File: src/rtl/raybox_video_pkg.sv
// Shared video constants: dither mode encoding, Bayer threshold tables
// and the threshold lookup helper used by the dither stage.
package raybox_video_pkg;

    typedef enum logic [1:0] {
        MODE_TRUNC    = 2'd0,
        MODE_STATIC   = 2'd1,
        MODE_TEMPORAL = 2'd2,
        MODE_RSVD     = 2'd3
    } dither_mode_e;

    // Element (x,y) of an NxN table lives at index y*N + x, LSB first.
    localparam logic [7:0] BAYER2 = {2'd1, 2'd3, 2'd2, 2'd0};

    localparam logic [63:0] BAYER4 = {
        4'd5,  4'd13, 4'd7,  4'd15,
        4'd9,  4'd1,  4'd11, 4'd3,
        4'd6,  4'd14, 4'd4,  4'd12,
        4'd10, 4'd2,  4'd8,  4'd0
    };

    // Threshold for matrix order 1 (2x2) or 2 (4x4); x/y use only their low order bits.
    function automatic logic [3:0] bayer_threshold(input int unsigned order,
                                                   input logic [1:0]  x,
                                                   input logic [1:0]  y);
        int unsigned idx;
        logic [3:0]  t;
        t = '0;
        if (order == 1) begin
            idx = {30'd0, y[0], x[0]};
            t   = {2'b00, BAYER2[idx*2 +: 2]};
        end else begin
            idx = {28'd0, y, x};
            t   = BAYER4[idx*4 +: 4];
        end
        return t;
    endfunction

endpackage

File: src/rtl/dither_threshold.sv
// Combinational Bayer threshold lookup with optional per-frame rotation.
module dither_threshold
    import raybox_video_pkg::*;
#(
    parameter int unsigned MATRIX_LOG2 = 1
) (
    input  logic [MATRIX_LOG2-1:0]   px_lsb_i,
    input  logic [MATRIX_LOG2-1:0]   py_lsb_i,
    input  logic [2*MATRIX_LOG2-1:0] frame_cnt_i,
    input  dither_mode_e             mode_q_i,
    output logic [2*MATRIX_LOG2-1:0] thresh_o
);

    logic [1:0]               x_ext;
    logic [1:0]               y_ext;
    logic [3:0]               t_full;
    logic [2*MATRIX_LOG2-1:0] t_base;

    // Look up the matrix entry and rotate it by the frame counter in temporal mode.
    always_comb begin
        x_ext = '0;
        y_ext = '0;
        x_ext[MATRIX_LOG2-1:0] = px_lsb_i;
        y_ext[MATRIX_LOG2-1:0] = py_lsb_i;
        t_full = bayer_threshold(MATRIX_LOG2, x_ext, y_ext);
        t_base = t_full[2*MATRIX_LOG2-1:0];
        // Addition wraps at the counter width, giving the mod-M2 rotation.
        if (mode_q_i == MODE_TEMPORAL) thresh_o = t_base + frame_cnt_i;
        else                           thresh_o = t_base;
    end

endmodule

File: src/rtl/vga_dither_out.sv
// Ordered-dither and output register stage between the renderer colour
// outputs and the board DAC pins; sync signals are registered alongside.
module vga_dither_out
    import raybox_video_pkg::*;
#(
    parameter int unsigned CHANNELS    = 3,
    parameter int unsigned IN_BITS     = 2,
    parameter int unsigned OUT_BITS    = 1,
    parameter int unsigned MATRIX_LOG2 = 1,
    parameter bit          SYNC_ACTIVE = 1'b0
) (
    input  logic                         clk,
    input  logic                         reset,
    input  logic                         pix_en,
    input  logic [1:0]                   mode,
    input  logic [CHANNELS*IN_BITS-1:0]  in_rgb,
    input  logic                         in_blank,
    input  logic                         in_hsync,
    input  logic                         in_vsync,
    input  logic [MATRIX_LOG2-1:0]       px_lsb,
    input  logic [MATRIX_LOG2-1:0]       py_lsb,
    output logic [CHANNELS*OUT_BITS-1:0] out_rgb,
    output logic                         out_hsync,
    output logic                         out_vsync,
    output logic [2*MATRIX_LOG2-1:0]     frame_phase
);

    localparam int unsigned PH_W  = 2 * MATRIX_LOG2;
    localparam int unsigned M2    = 1 << PH_W;
    localparam int unsigned S_W   = OUT_BITS + PH_W;
    localparam int unsigned NV    = 1 << IN_BITS;
    localparam int unsigned SHIFT = IN_BITS - OUT_BITS;

    // Scaled value s for every input code, so no divider exists in hardware.
    function automatic logic [S_W*NV-1:0] build_s_table();
        logic [S_W*NV-1:0] tbl;
        tbl = '0;
        for (int unsigned v = 0; v < NV; v++)
            tbl[v*S_W +: S_W] = S_W'((v * ((1 << OUT_BITS) - 1) * M2) / ((1 << IN_BITS) - 1));
        return tbl;
    endfunction

    localparam logic [S_W*NV-1:0] S_TABLE = build_s_table();

    logic [CHANNELS*OUT_BITS-1:0] rgb_q, rgb_d;
    logic                         hs_q, vs_q, vs_hist_q;
    logic [PH_W-1:0]              phase_q, phase_d;
    dither_mode_e                 mode_q, mode_d;
    logic [PH_W-1:0]              thresh;
    logic                         vs_start;

    dither_threshold #(
        .MATRIX_LOG2(MATRIX_LOG2)
    ) u_thresh (
        .px_lsb_i   (px_lsb),
        .py_lsb_i   (py_lsb),
        .frame_cnt_i(phase_q),
        .mode_q_i   (mode_q),
        .thresh_o   (thresh)
    );

    for (genvar c = 0; c < CHANNELS; c++) begin : g_ch
        logic [IN_BITS-1:0]  v;
        logic [S_W-1:0]      s;
        logic [OUT_BITS-1:0] q;
        logic [PH_W-1:0]     r;
        logic [OUT_BITS-1:0] chan_d;

        // Quantise one channel: dither against the threshold or truncate, then blank.
        always_comb begin
            v = in_rgb[c*IN_BITS +: IN_BITS];
            s = S_TABLE[v*S_W +: S_W];
            q = s[S_W-1:PH_W];
            r = s[PH_W-1:0];
            case (mode_q)
                MODE_STATIC, MODE_TEMPORAL: chan_d = q + OUT_BITS'(r > thresh);
                default:                    chan_d = v[IN_BITS-1:SHIFT];
            endcase
            if (in_blank) chan_d = '0;
        end

        assign rgb_d[c*OUT_BITS +: OUT_BITS] = chan_d;
    end

    // Detect the start of a vsync pulse; counter and mode advance only there.
    always_comb begin
        vs_start = (in_vsync == SYNC_ACTIVE) && (vs_hist_q != SYNC_ACTIVE);
        phase_d  = phase_q;
        mode_d   = mode_q;
        if (vs_start) begin
            phase_d = phase_q + PH_W'(1);
            mode_d  = dither_mode_e'(mode);
        end
    end

    // Output, sync, frame counter and mode registers, advanced once per pixel.
    always_ff @(posedge clk) begin
        if (reset) begin
            rgb_q     <= '0;
            hs_q      <= ~SYNC_ACTIVE;
            vs_q      <= ~SYNC_ACTIVE;
            vs_hist_q <= ~SYNC_ACTIVE;
            phase_q   <= '0;
            mode_q    <= dither_mode_e'(mode);
        end else if (pix_en) begin
            rgb_q     <= rgb_d;
            hs_q      <= in_hsync;
            vs_q      <= in_vsync;
            vs_hist_q <= in_vsync;
            phase_q   <= phase_d;
            mode_q    <= mode_d;
        end
    end

    assign out_rgb     = rgb_q;
    assign out_hsync   = hs_q;
    assign out_vsync   = vs_q;
    assign frame_phase = phase_q;

endmodule

File: config.mk
export PLATFORM = sky130hd
export DESIGN_NAME = vga_dither_out
export DESIGN_NICKNAME = d
export VERILOG_FILES = /design/src/rtl/raybox_video_pkg.sv /design/src/rtl/dither_threshold.sv /design/src/rtl/vga_dither_out.sv
export SDC_FILE = /design/constraint.sdc
export NUM_CORES = 1
export LEC_CHECK = 0
export CAP_MARGIN = 10
export CORE_MARGIN = 2
export CORE_UTILIZATION = 47
export CTS_CLUSTER_SIZE = 24
export DETAILED_ROUTE_END_ITERATION = 8
export MAX_ROUTING_LAYER = met4
export PLACE_DENSITY_LB_ADDON = 0.25
export SLEW_MARGIN = 10
export SYNTH_ARGS = -nofsm -noshare
export SYNTH_HDL_FRONTEND = slang
export SYNTH_SLANG_ARGS = --single-unit
File: constraint.sdc
create_clock -name clk -period 3.1 [get_ports clk]
set_input_delay 0.465 -clock clk [delete_from_list [all_inputs] [get_ports clk]]
set_output_delay 0.465 -clock clk [all_outputs]
set_load 0.1 [all_outputs]
==> reports/results.tsv, run 1 <==
stage	metric	value	unit
cts	cts-resized-gates	0	
sta	worst_pin_slew	442	ps
sta	slew_headroom	70.5	%
route	top_layer_used	met4	
route	met1Wirelength	589	um
sta	fin_crit	2390	ps
setup_path	r2r_slack	1040	ps
sta	finalCritPeriodShare	77.0	%
global_routing	antenna_found_initial	0	
sta	setup_tns	0	ps
setup_path	cp-start-kind	input pin	
floorplanning	die_h	41.9	um
status	status	finished clean	
setup_path	critPathRequiredTime	3230	ps
logic_synthesis	synthSimpleGateAreaFrac	21.9	%
global_routing	grt_usage	16.9	%
global_routing	grt_pass1_vias	523	
logic_synthesis	synth_seq_area_share	29.6	%
layout	final_nets	116	
logic_synthesis	synthCells	67	
cts	clockRootBuffer	clkbuf_4	
place	dpl_cell_area	878	um^2
route	via_per_inst	5.58	
place	place_congestion	0.695	
logic_synthesis	synthArstFlopShare	0	%
sta	setup_violations	0	
cts	cts.clk_slew.worst_paths	60	ps
cts	cts.path.max_buffers	2	
route	drt-total-wl	1.35	mm
logic_synthesis	ys.flop_type	dfxtp_1	
cts	htreeDepth	1	
route	dr.pass1.iters	4	
global_routing	grt_start_max_net_pins	11	
cts	post-cts-setup-buffers	0	
floorplanning	die-area	1760	um^2
cts	cts_buffers	3	
setup_path	worstPathCellList	clkdlybuf4s50_1, ha_1, xor2_1, nand2_1, xnor2_1, ha_1, a21oi_1, o21a_1, o221ai_1	
floorplanning	num_rows	13	
logic_synthesis	synth-compound-area-share	22.2	%
setup_path	arrival	2510	ps
cts	worstSkewPairLatency	260	ps
logic_synthesis	syn-num-nets	91	
setup_path	cp_max_fo	3	
route	met2_length	673	um
sta	rsz0062_at_grt	false	
setup_path	max_stage_delay	530	ps
floorplanning	ioPinCount	23	
layout	finalInstanceArea	905	um^2
logic_synthesis	syn_area	676	um^2
route	wl_met3	68	um
logic_synthesis	ys_ff_latch	9	
layout	drive_above_1_share	15.4	%
layout	n_fill_cell	113	
layout	syn2layout_area_growth	33.9	%
logic_synthesis	yosysUniqueCellTypes	25	
floorplanning	core_area	1320	um^2
place	port_buffers	22	
route	ant_nets	0	
route	wl_per_cell	12.7	um
layout	multi_input_area	453	um^2
job	drv_cap	0	
sta	slew_viol_final	0	
global_routing	grt.overflow.total	0	
global_routing	grt_pass1_wl	2.15	mm
setup_path	criticalPathCategory	in -> reg	
logic_synthesis	yosys.area_share.adder	14.8	%
setup_path	end_kind	flop	
setup_path	path_common_cell	ha_1	
cts	hold_buffers	0	
logic_synthesis	postSynthAreaPerCell	10.1	um^2
cts	cts_tree	done	
route	drt_iter0_drc	6	
logic_synthesis	ys_warn_count	0	
logic_synthesis	synth_top_family_by_area	compound AO/OA/AOI/OAI gates	
floorplanning	die_w	41.9	um
sta	finClkSkew	1.07	ps
power_and_ir_drop	peakVddDrop	0.276	mV
layout	regArea	200	um^2
route	drc	0	
setup_path	critical_path_buf_inv_count	1	
power_and_ir_drop	p_leak	0.363	nW
cts	clock_sinks	9	
layout	num_antenna_cells	0	
logic_synthesis	synth_xor_area_share	6.48	%
logic_synthesis	muxShareOfSynthArea	1.67	%
sta	hold_violations	0	
setup_path	cp_slowest_cell	clkdlybuf4s50_1	
route	vias	591	
worst_hold_path	hold_class	reg -> reg	
power_and_ir_drop	power_density	405	nW/um^2
place	dpl.hpwl	1.08	mm
setup_path	cpLargestDelayFamily	buffers and inverters	
floorplanning	start_util	51.3	%
sta	timing.fmax	419	MHz
logic_synthesis	synth-edff-count	2	
-- report_power, final --
| part | switching [mW] | leakage (nW) | internal (mW) |
|---|---|---|---|
| Clock | 0.0423 | 0.0150 | 0.0497 |
| Sequential | 0.00472 | 0.0773 | 0.128 |
| Combinational | 0.0863 | 0.270 | 0.0558 |
-- through the flow --
stage / utilization, % / hold slack, ps / worst slack [ps] / total power, mW / cells
2_1_floorplan: - / 564 / 533 / 0.236 / 67
3_3_place_gp: 66.7 / 512 / 562 / 0.273 / 102
3_5_place_dp: 66.7 / 522 / 474 / 0.277 / 102
4_1_cts: 68.7 / 531 / 736 / 0.370 / 106
5_1_grt: 68.7 / 554 / 608 / 0.389 / 106
6_report: 68.7 / 525 / 714 / 0.366 / 106
-- sequential cells by signal, indices dropped and copies added, names as in the netlist --
signal,count
out_hsync,1
out_rgb,3
frame_phase,2
vs_hist_q,1
mode_q,2
-- layout by cell type, fill, tap and decap left out, drive strengths merged --
master         count
mux2               1
a211o              2
clkdlybuf4s50     15
o2111ai            3
and2b              1
nand2              1
buf                7
a21oi              3
o211ai             2
o21a               3
o221ai             3
nand2b             8
edfxtp             2
nor2b              7
ha                 8
xnor2              2
dfxtp              7
clkbuf             4
o21ai              3
inv                1
nand3b             1
nor3b              1
xor2               3
nand4b             1
nor2               2
-- worst reg2reg max path: stages (launching register included) --
cell and delay [ps]:
dfxtp_1 400, ha_1 190, xor2_1 150, nand2_1 80, xnor2_1 330, ha_1 310, a21oi_1 210, o21a_1 150
o221ai_1 100
-- cell families after synthesis --
group,after synthesis
DFF,9
muxes,1
and+or+nand+nor,22
buffers and inverters,3
adders and majority gates,8
xor gates and xnor gates,5
AOI/OAI and AO/OA,19
-- worst paths after layout --
| kind | from | end | cells after the start |
|---|---|---|---|
| max | py_lsb | out_rgb[0]$_SDFFE_PP0P_ | 9 |
| min | out_rgb[2]$_SDFFE_PP0P_ | out_rgb[2]$_SDFFE_PP0P_ | 2 |
| max reg2reg | frame_phase[0]$_SDFFE_PP0P_ | out_rgb[0]$_SDFFE_PP0P_ | 8 |
| min reg2reg | out_rgb[2]$_SDFFE_PP0P_ | out_rgb[2]$_SDFFE_PP0P_ | 2 |
-- Yosys cell counts (3+ instances only) --
cell type,n,area [um^2]
a21oi_1,3,15.0
dfxtp_1,7,140
ha_1,8,100
nand2b_1,8,50.1
nor2b_1,7,43.8
o2111ai_1,3,26.3
o21a_1,3,22.5
o21ai_0,3,15.0
xor2_1,3,26.3
-- layout make-up --
| cell class | count | area share [%] |
|---|---|---|
| clock buffer | 4 | 2.90 |
| sequential | 9 | 22.1 |
| inverter | 1 | 0.415 |
| tap | 15 | 2.07 |
| timing repair buffer | 22 | 22.4 |
| multi-input combinational | 55 | 50.1 |
-- routing by layer --
| layer | up-vias | track usage, % |
|---|---|---|
| met1 | 267 | 17.8 |
| met2 | 18 | 29.4 |
| li1 | 304 | - |
| met5 | - | - |
| met3 | 2 | 5.65 |
| met4 | 0 | 5.81 |
Power figures use the tool's default switching activity.
==> run 2, diff against run 1 <==
--- a/config.mk
+++ b/config.mk
@@ -7,7 +7,7 @@
 export LEC_CHECK = 0
 export CAP_MARGIN = 10
 export CORE_MARGIN = 2
-export CORE_UTILIZATION = 47
+export CORE_UTILIZATION = 43
 export CTS_CLUSTER_SIZE = 24
 export DETAILED_ROUTE_END_ITERATION = 8
 export MAX_ROUTING_LAYER = met4
==> constraint.sdc (replaced) <==
create_clock -name clk -period 2.5 [get_ports clk]
set_input_delay 0.375 -clock clk [delete_from_list [all_inputs] [get_ports clk]]
set_output_delay 0.375 -clock clk [all_outputs]
set_load 0.1 [all_outputs]
==> reports/results.tsv, run 2 (same netlist as run 1, synthesis figures left out) <==
stage	metric	value	unit	change
layout	largest_reg_flops	3		unchanged
layout	final_cell_mix	15 x clkdlybuf4s50_1, 8 x nand2b_1, 8 x ha_1, 8 x buf_4, 7 x nor2b_1		was 15 x clkdlybuf4s50_1, 8 x nand2b_1, 8 x ha_1
sta	fin_crit	2200	ps	
setup_path	critPathRequiredTime	2640	ps	was 3230 ps
sta	rsz0062_at_grt	false		unchanged
layout	drive_above_1_share	17.4	%	was 15.4%
place	dpl.hpwl	1.09	mm	was 1.08 mm
setup_path	cp_slowest_cell	clkdlybuf4s50_1		unchanged
setup_path	arrival	2340	ps	was 2510 ps
floorplanning	die-area	1900	um^2	was 1760 um^2
route	drt-total-wl	1.40	mm	was 1.35 mm
route	ant_nets	0		unchanged
route	wl_per_cell	13.0	um	was 12.7 um
floorplanning	die_h	43.6	um	was 41.9 um
sta	timing.fmax	454	MHz	
cts	clock_sinks	9		unchanged
sta	slew_headroom	70.4	%	was 70.5%
worst_hold_path	hold_class	reg -> reg		unchanged
layout	num_antenna_cells	0		unchanged
floorplanning	core_area	1490	um^2	was 1320 um^2
cts	htreeDepth	1		unchanged
cts	hold_buffers	0		unchanged
setup_path	max_stage_delay	480	ps	was 530 ps
job	drv_cap	0		unchanged
setup_path	cp_max_fo	3		unchanged
power_and_ir_drop	peakVddDrop	0.303	mV	was 0.276 mV
route	vias	593		was 591
route	drc	0		unchanged
sta	worst_pin_slew	443	ps	was 442 ps
sta	setup_tns	0	ps	unchanged
route	drt_iter0_drc	16		was 6
global_routing	antenna_found_initial	0		unchanged
floorplanning	die_w	43.6	um	was 41.9 um
layout	final_nets	117		was 116
place	place_congestion	0.768		was 0.695
global_routing	grt_pass1_wl	2.26	mm	was 2.15 mm
sta	slew_viol_final	0		unchanged
layout	mostFrequentLayoutCell	clkdlybuf4s50_1		unchanged
sta	hold_violations	0		unchanged
setup_path	path_common_cell	ha_1		unchanged
sta	finalCritPeriodShare	88.2	%	
cts	cts_tree	done		unchanged
setup_path	worstPathCellList	clkdlybuf4s50_1, ha_1, xor2_1, nand2_1, xnor2_1, ha_1, nor2b_1, o2111ai_1, o221ai_2		was clkdlybuf4s50_1, ha_1, xor2_1, nand2_1, xnor2_1, ha_1, a21oi_1, o21a_1, o221ai_1
place	port_buffers	22		unchanged
sta	setup_violations	0		unchanged
floorplanning	start_util	45.4	%	was 51.3%
status	status	finished clean		unchanged
cts	cts.clk_slew.worst_paths	60	ps	about the same
power_and_ir_drop	p_leak	0.368	nW	was 0.363 nW
cts	cts.path.max_buffers	2		unchanged
cts	cts-resized-gates	0		unchanged
global_routing	grt_start_max_net_pins	11		unchanged
route	via_per_inst	5.49		was 5.58
layout	syn2layout_area_growth	35.4	%	was 33.9%
global_routing	grt_usage	16.6	%	was 16.9%
cts	post-cts-setup-buffers	0		unchanged
cts	clockRootBuffer	clkbuf_4		unchanged
power_and_ir_drop	totalPowerFinal	459	uW	was 366 uW
global_routing	grt.overflow.total	0		unchanged
cts	cts_buffers	3		unchanged
route	dr.pass1.iters	4		unchanged
global_routing	grt_pass1_vias	548		was 523
setup_path	criticalPathCategory	in -> reg		unchanged
power_and_ir_drop	power_density	502	nW/um^2	was 405 nW/um^2
floorplanning	ioPinCount	23		unchanged
setup_path	cp-start-kind	input pin		unchanged
setup_path	end_kind	flop		unchanged
cts	worstSkewPairLatency	260	ps	about the same
sta	finClkSkew	1.41	ps	was 1.07 ps
floorplanning	num_rows	14		was 13
-- run 2: worst max-delay path: cells and delay by family --
| family | cells | cell delay [ps] |
|---|---|---|
| adders and majority gates | 2 | 480 |
| xor gates and xnor gates | 2 | 450 |
| buffers and inverters | 1 | 480 |
| and+or+nand+nor | 2 | 230 |
| AOI/OAI and AO/OA | 2 | 320 |
-- run 2: power by group --
group	leakage, nW	switching, mW	internal [mW]	total [mW]
clock network	0.0150	0.0537	0.0616	0.115
registers	0.0777	0.00606	0.159	0.165
logic	0.275	0.108	0.0709	0.179
-- run 2: per-stage QoR --
step / hold slack, ps / instances / utilization (%) / area, um^2 / setup slack, ps
finish: 526 / 108 / 61.4 / 915 / 295
global route: 558 / 108 / 61.4 / 915 / 169
CTS: 534 / 108 / 61.4 / 915 / 299
detailed placement: 520 / 104 / 59.7 / 888 / 22.2
global placement: 513 / 104 / 59.7 / 888 / 88.8
floorplan: 474 / 67 / - / 677 / 186
-- run 2: final timing paths --
check | start | to | slack (ps) | depth (start not counted)
max | py_lsb | out_rgb[2]$_SDFFE_PP0P_ | 300 | 9
min reg2reg | out_rgb[2]$_SDFFE_PP0P_ | out_rgb[2]$_SDFFE_PP0P_ | 530 | 2
min | out_rgb[2]$_SDFFE_PP0P_ | out_rgb[2]$_SDFFE_PP0P_ | 530 | 2
max reg2reg | frame_phase[0]$_SDFFE_PP0P_ | out_rgb[2]$_SDFFE_PP0P_ | 530 | 8
-- run 2: layout make-up --
type | count | area (um^2)
Timing Repair Buffer | 23 | 210
Clock buffer | 4 | 26.3
Multi-Input combinational cell | 55 | 453
Inverter | 1 | 3.75
Fill cell | 131 | 574
Sequential cell | 9 | 201
Tap cell | 16 | 20.0
-- run 2: per-layer routing --
metal | part of all wire, % | routed length (um) | vias to the layer above | track usage [%]
met5 | 0 | 0 | - | -
met4 | 0 | 0 | 0 | 7.27
met3 | 4.8 | 67 | 0 | 4.17
met2 | 50 | 701 | 16 | 27.1
met1 | 45 | 635 | 276 | 19.1
li1 | - | - | 301 | -
==> run 3, diff against run 2 <==
--- a/config.mk
+++ b/config.mk
@@ -10,8 +10,10 @@
 export CORE_UTILIZATION = 43
 export CTS_CLUSTER_SIZE = 24
 export DETAILED_ROUTE_END_ITERATION = 8
+export GPL_TIMING_DRIVEN = 0
 export MAX_ROUTING_LAYER = met4
 export PLACE_DENSITY_LB_ADDON = 0.25
+export REMOVE_ABC_BUFFERS = 1
 export SLEW_MARGIN = 10
 export SYNTH_ARGS = -nofsm -noshare
 export SYNTH_HDL_FRONTEND = slang
==> reports/results.tsv, run 3 (same netlist as run 1, synthesis figures left out) <==
stage	metric	value	unit	change
place	dpl.hpwl	1.05	mm	was 1.09 mm
route	wl_per_cell	12.1	um	was 13.0 um
place	place_inst	103		was 104
power_and_ir_drop	clkPwrFrac	24.5	%	was 25.1%
power_and_ir_drop	totalPowerFinal	452	uW	was 459 uW
layout	mostFrequentLayoutCell	clkdlybuf4s50_1		unchanged
cts	cts.path.max_buffers	2		unchanged
sta	fin_crit	2290	ps	was 2200 ps
setup_path	cp_max_fo	3		unchanged
global_routing	grt_pass1_vias	578		was 548
setup_path	criticalPathCategory	in -> reg		unchanged
layout	final_cell_mix	22 x clkdlybuf4s50_1, 8 x nand2b_1, 8 x ha_1		was 15 x clkdlybuf4s50_1, 8 x nand2b_1, 8 x ha_1, 8 x buf_4, 7 x nor2b_1
route	ant_nets	0		unchanged
cts	clockRootBuffer	clkbuf_4		unchanged
sta	hold_violations	0		unchanged
floorplanning	die_h	43.6	um	unchanged
status	status	finished clean		unchanged
floorplanning	die_w	43.6	um	unchanged
layout	syn2layout_area_growth	36.7	%	was 35.4%
power_and_ir_drop	p_int	291	uW	about the same
setup_path	critPathRequiredTime	2630	ps	was 2640 ps
sta	finClkSkew	6.34	ps	was 1.41 ps
sta	setup_violations	0		unchanged
setup_path	worstPathCellList	clkdlybuf4s50_1, ha_1, xor2_1, nand2_1, xnor2_1, ha_1, nor2b_1, o2111ai_1, o221ai_2		unchanged
floorplanning	ioPinCount	23		unchanged
sta	slew_headroom	35.1	%	was 70.4%
layout	num_antenna_cells	0		unchanged
global_routing	grt.overflow.total	0		unchanged
route	dr.pass1.iters	2		was 4
cts	post-cts-setup-buffers	0		unchanged
route	drc	0		unchanged
power_and_ir_drop	switching_share	35.5	%	was 36.6%
power_and_ir_drop	seqPwrFrac	36.3	%	was 35.9%
cts	cts.clk_slew.worst_paths	60	ps	about the same
power_and_ir_drop	p_comb_share	39.2	%	was 39.0%
sta	timing.fmax	436	MHz	was 454 MHz
cts	htreeDepth	1		unchanged
power_and_ir_drop	p_leak	0.353	nW	was 0.368 nW
sta	fin_ws	206	ps	was 295 ps
layout	drive_above_1_share	7.69	%	was 17.4%
setup_path	cpLargestDelayFamily	buffers and inverters		unchanged
route	vias	576		was 593
setup_path	critical_path_buf_inv_count	1		unchanged
power_and_ir_drop	peakVddDrop	0.400	mV	was 0.303 mV
sta	slew_viol_final	0		unchanged
floorplanning	die-area	1900	um^2	unchanged
setup_path	end_kind	flop		unchanged
cts	cts-resized-gates	0		unchanged
setup_path	path_common_cell	ha_1		unchanged
route	drt_iter0_drc	5		was 16
place	place_ws	-42.9	ps	was 22.2 ps
place	dpl_cell_area	897	um^2	was 888 um^2
layout	fin_cells	107		was 108
floorplanning	start_util	45.4	%	unchanged
cts	clock_sinks	9		unchanged
sta	rsz0062_at_grt	false		unchanged
layout	final_nets	116		was 117
power_and_ir_drop	power_density	489	nW/um^2	was 502 nW/um^2
floorplanning	core_area	1490	um^2	unchanged
sta	worst_pin_slew	970	ps	was 443 ps
layout	n_fill_cell	125		was 131
layout	largest_reg_flops	3		unchanged
setup_path	max_stage_delay	540	ps	was 480 ps
setup_path	cp-start-kind	input pin		unchanged
job	drv_cap	0		unchanged
place	port_buffers	22		unchanged
power_and_ir_drop	p_sw	160	uW	was 168 uW
global_routing	antenna_found_initial	0		unchanged
worst_hold_path	hold_class	reg -> reg		unchanged
route	via_per_inst	5.38		was 5.49
place	place_congestion	0.720		was 0.768
global_routing	grt_usage	16.8	%	was 16.6%
sta	timing.hold.ws	523	ps	was 526 ps
cts	worstSkewPairLatency	260	ps	about the same
cts	hold_buffers	0		unchanged
global_routing	grt_pass1_wl	2.36	mm	was 2.26 mm
sta	finalCritPeriodShare	91.7	%	was 88.2%
floorplanning	num_rows	14		unchanged
setup_path	arrival	2420	ps	was 2340 ps
layout	finalInstanceArea	923	um^2	was 915 um^2
cts	cts_buffers	3		unchanged
route	drt-total-wl	1.30	mm	was 1.40 mm
cts	cts_tree	done		unchanged
global_routing	grt_start_max_net_pins	11		unchanged
setup_path	cp_slowest_cell	clkdlybuf4s50_1		unchanged
==> run 3: layout make-up <==
| type | instances | area [um^2] | area share (%) |
|---|---|---|---|
| clock buffer | 4 | 26.3 | 2.85 |
| inverter | 1 | 3.75 | 0.407 |
| multi-input combinational | 55 | 453 | 49.1 |
| sequential | 9 | 200 | 21.7 |
| tap | 16 | 20.0 | 2.17 |
| timing repair buffer | 22 | 220 | 23.8 |
==> run 3: path summary, 6_finish.rpt <==
path | start | end | slack [ps] | cells past startpoint
hold reg to reg | out_rgb[2]$_SDFFE_PP0P_ | out_rgb[2]$_SDFFE_PP0P_ | 520 | 2
setup reg to reg | frame_phase[0]$_SDFFE_PP0P_ | out_rgb[1]$_SDFFE_PP0P_ | 470 | 8
setup / recovery | py_lsb | out_rgb[1]$_SDFFE_PP0P_ | 210 | 9
hold / removal | out_rgb[2]$_SDFFE_PP0P_ | out_rgb[2]$_SDFFE_PP0P_ | 520 | 2
==> run 3: through the flow <==
step	utilization [%]	TNS, ps
after floorplan	-	-177
after global placement	60.3	0
after detailed placement	60.3	-87.0
after CTS	62.0	0
after global routing	62.0	0
final	62.0	0
==> run 3: power by group through the flow <==
stage	Combinational, mW	Clock (mW)	Sequential, mW
6_report	0.177	0.111	0.164
5_1_grt	0.192	0.123	0.165
4_1_cts	0.179	0.116	0.164
3_5_place_dp	0.178	0	0.167
3_3_place_gp	0.174	0	0.167
2_1_floorplan	0.0683	0	0.218
==> run 3: routing by layer <==
layer	wire (um)	up-vias	track usage (%)
met5	0	-	-
met4	0	0	1.82
met3	71	0	6.25
met2	608	14	27.4
met1	621	261	20.4
li1	-	301	-
==> run 3: worst min-delay path: stages (launching register included) <==
cell      delay, ps
dfxtp_1         310
nand2b_1         80
o221ai_2         80
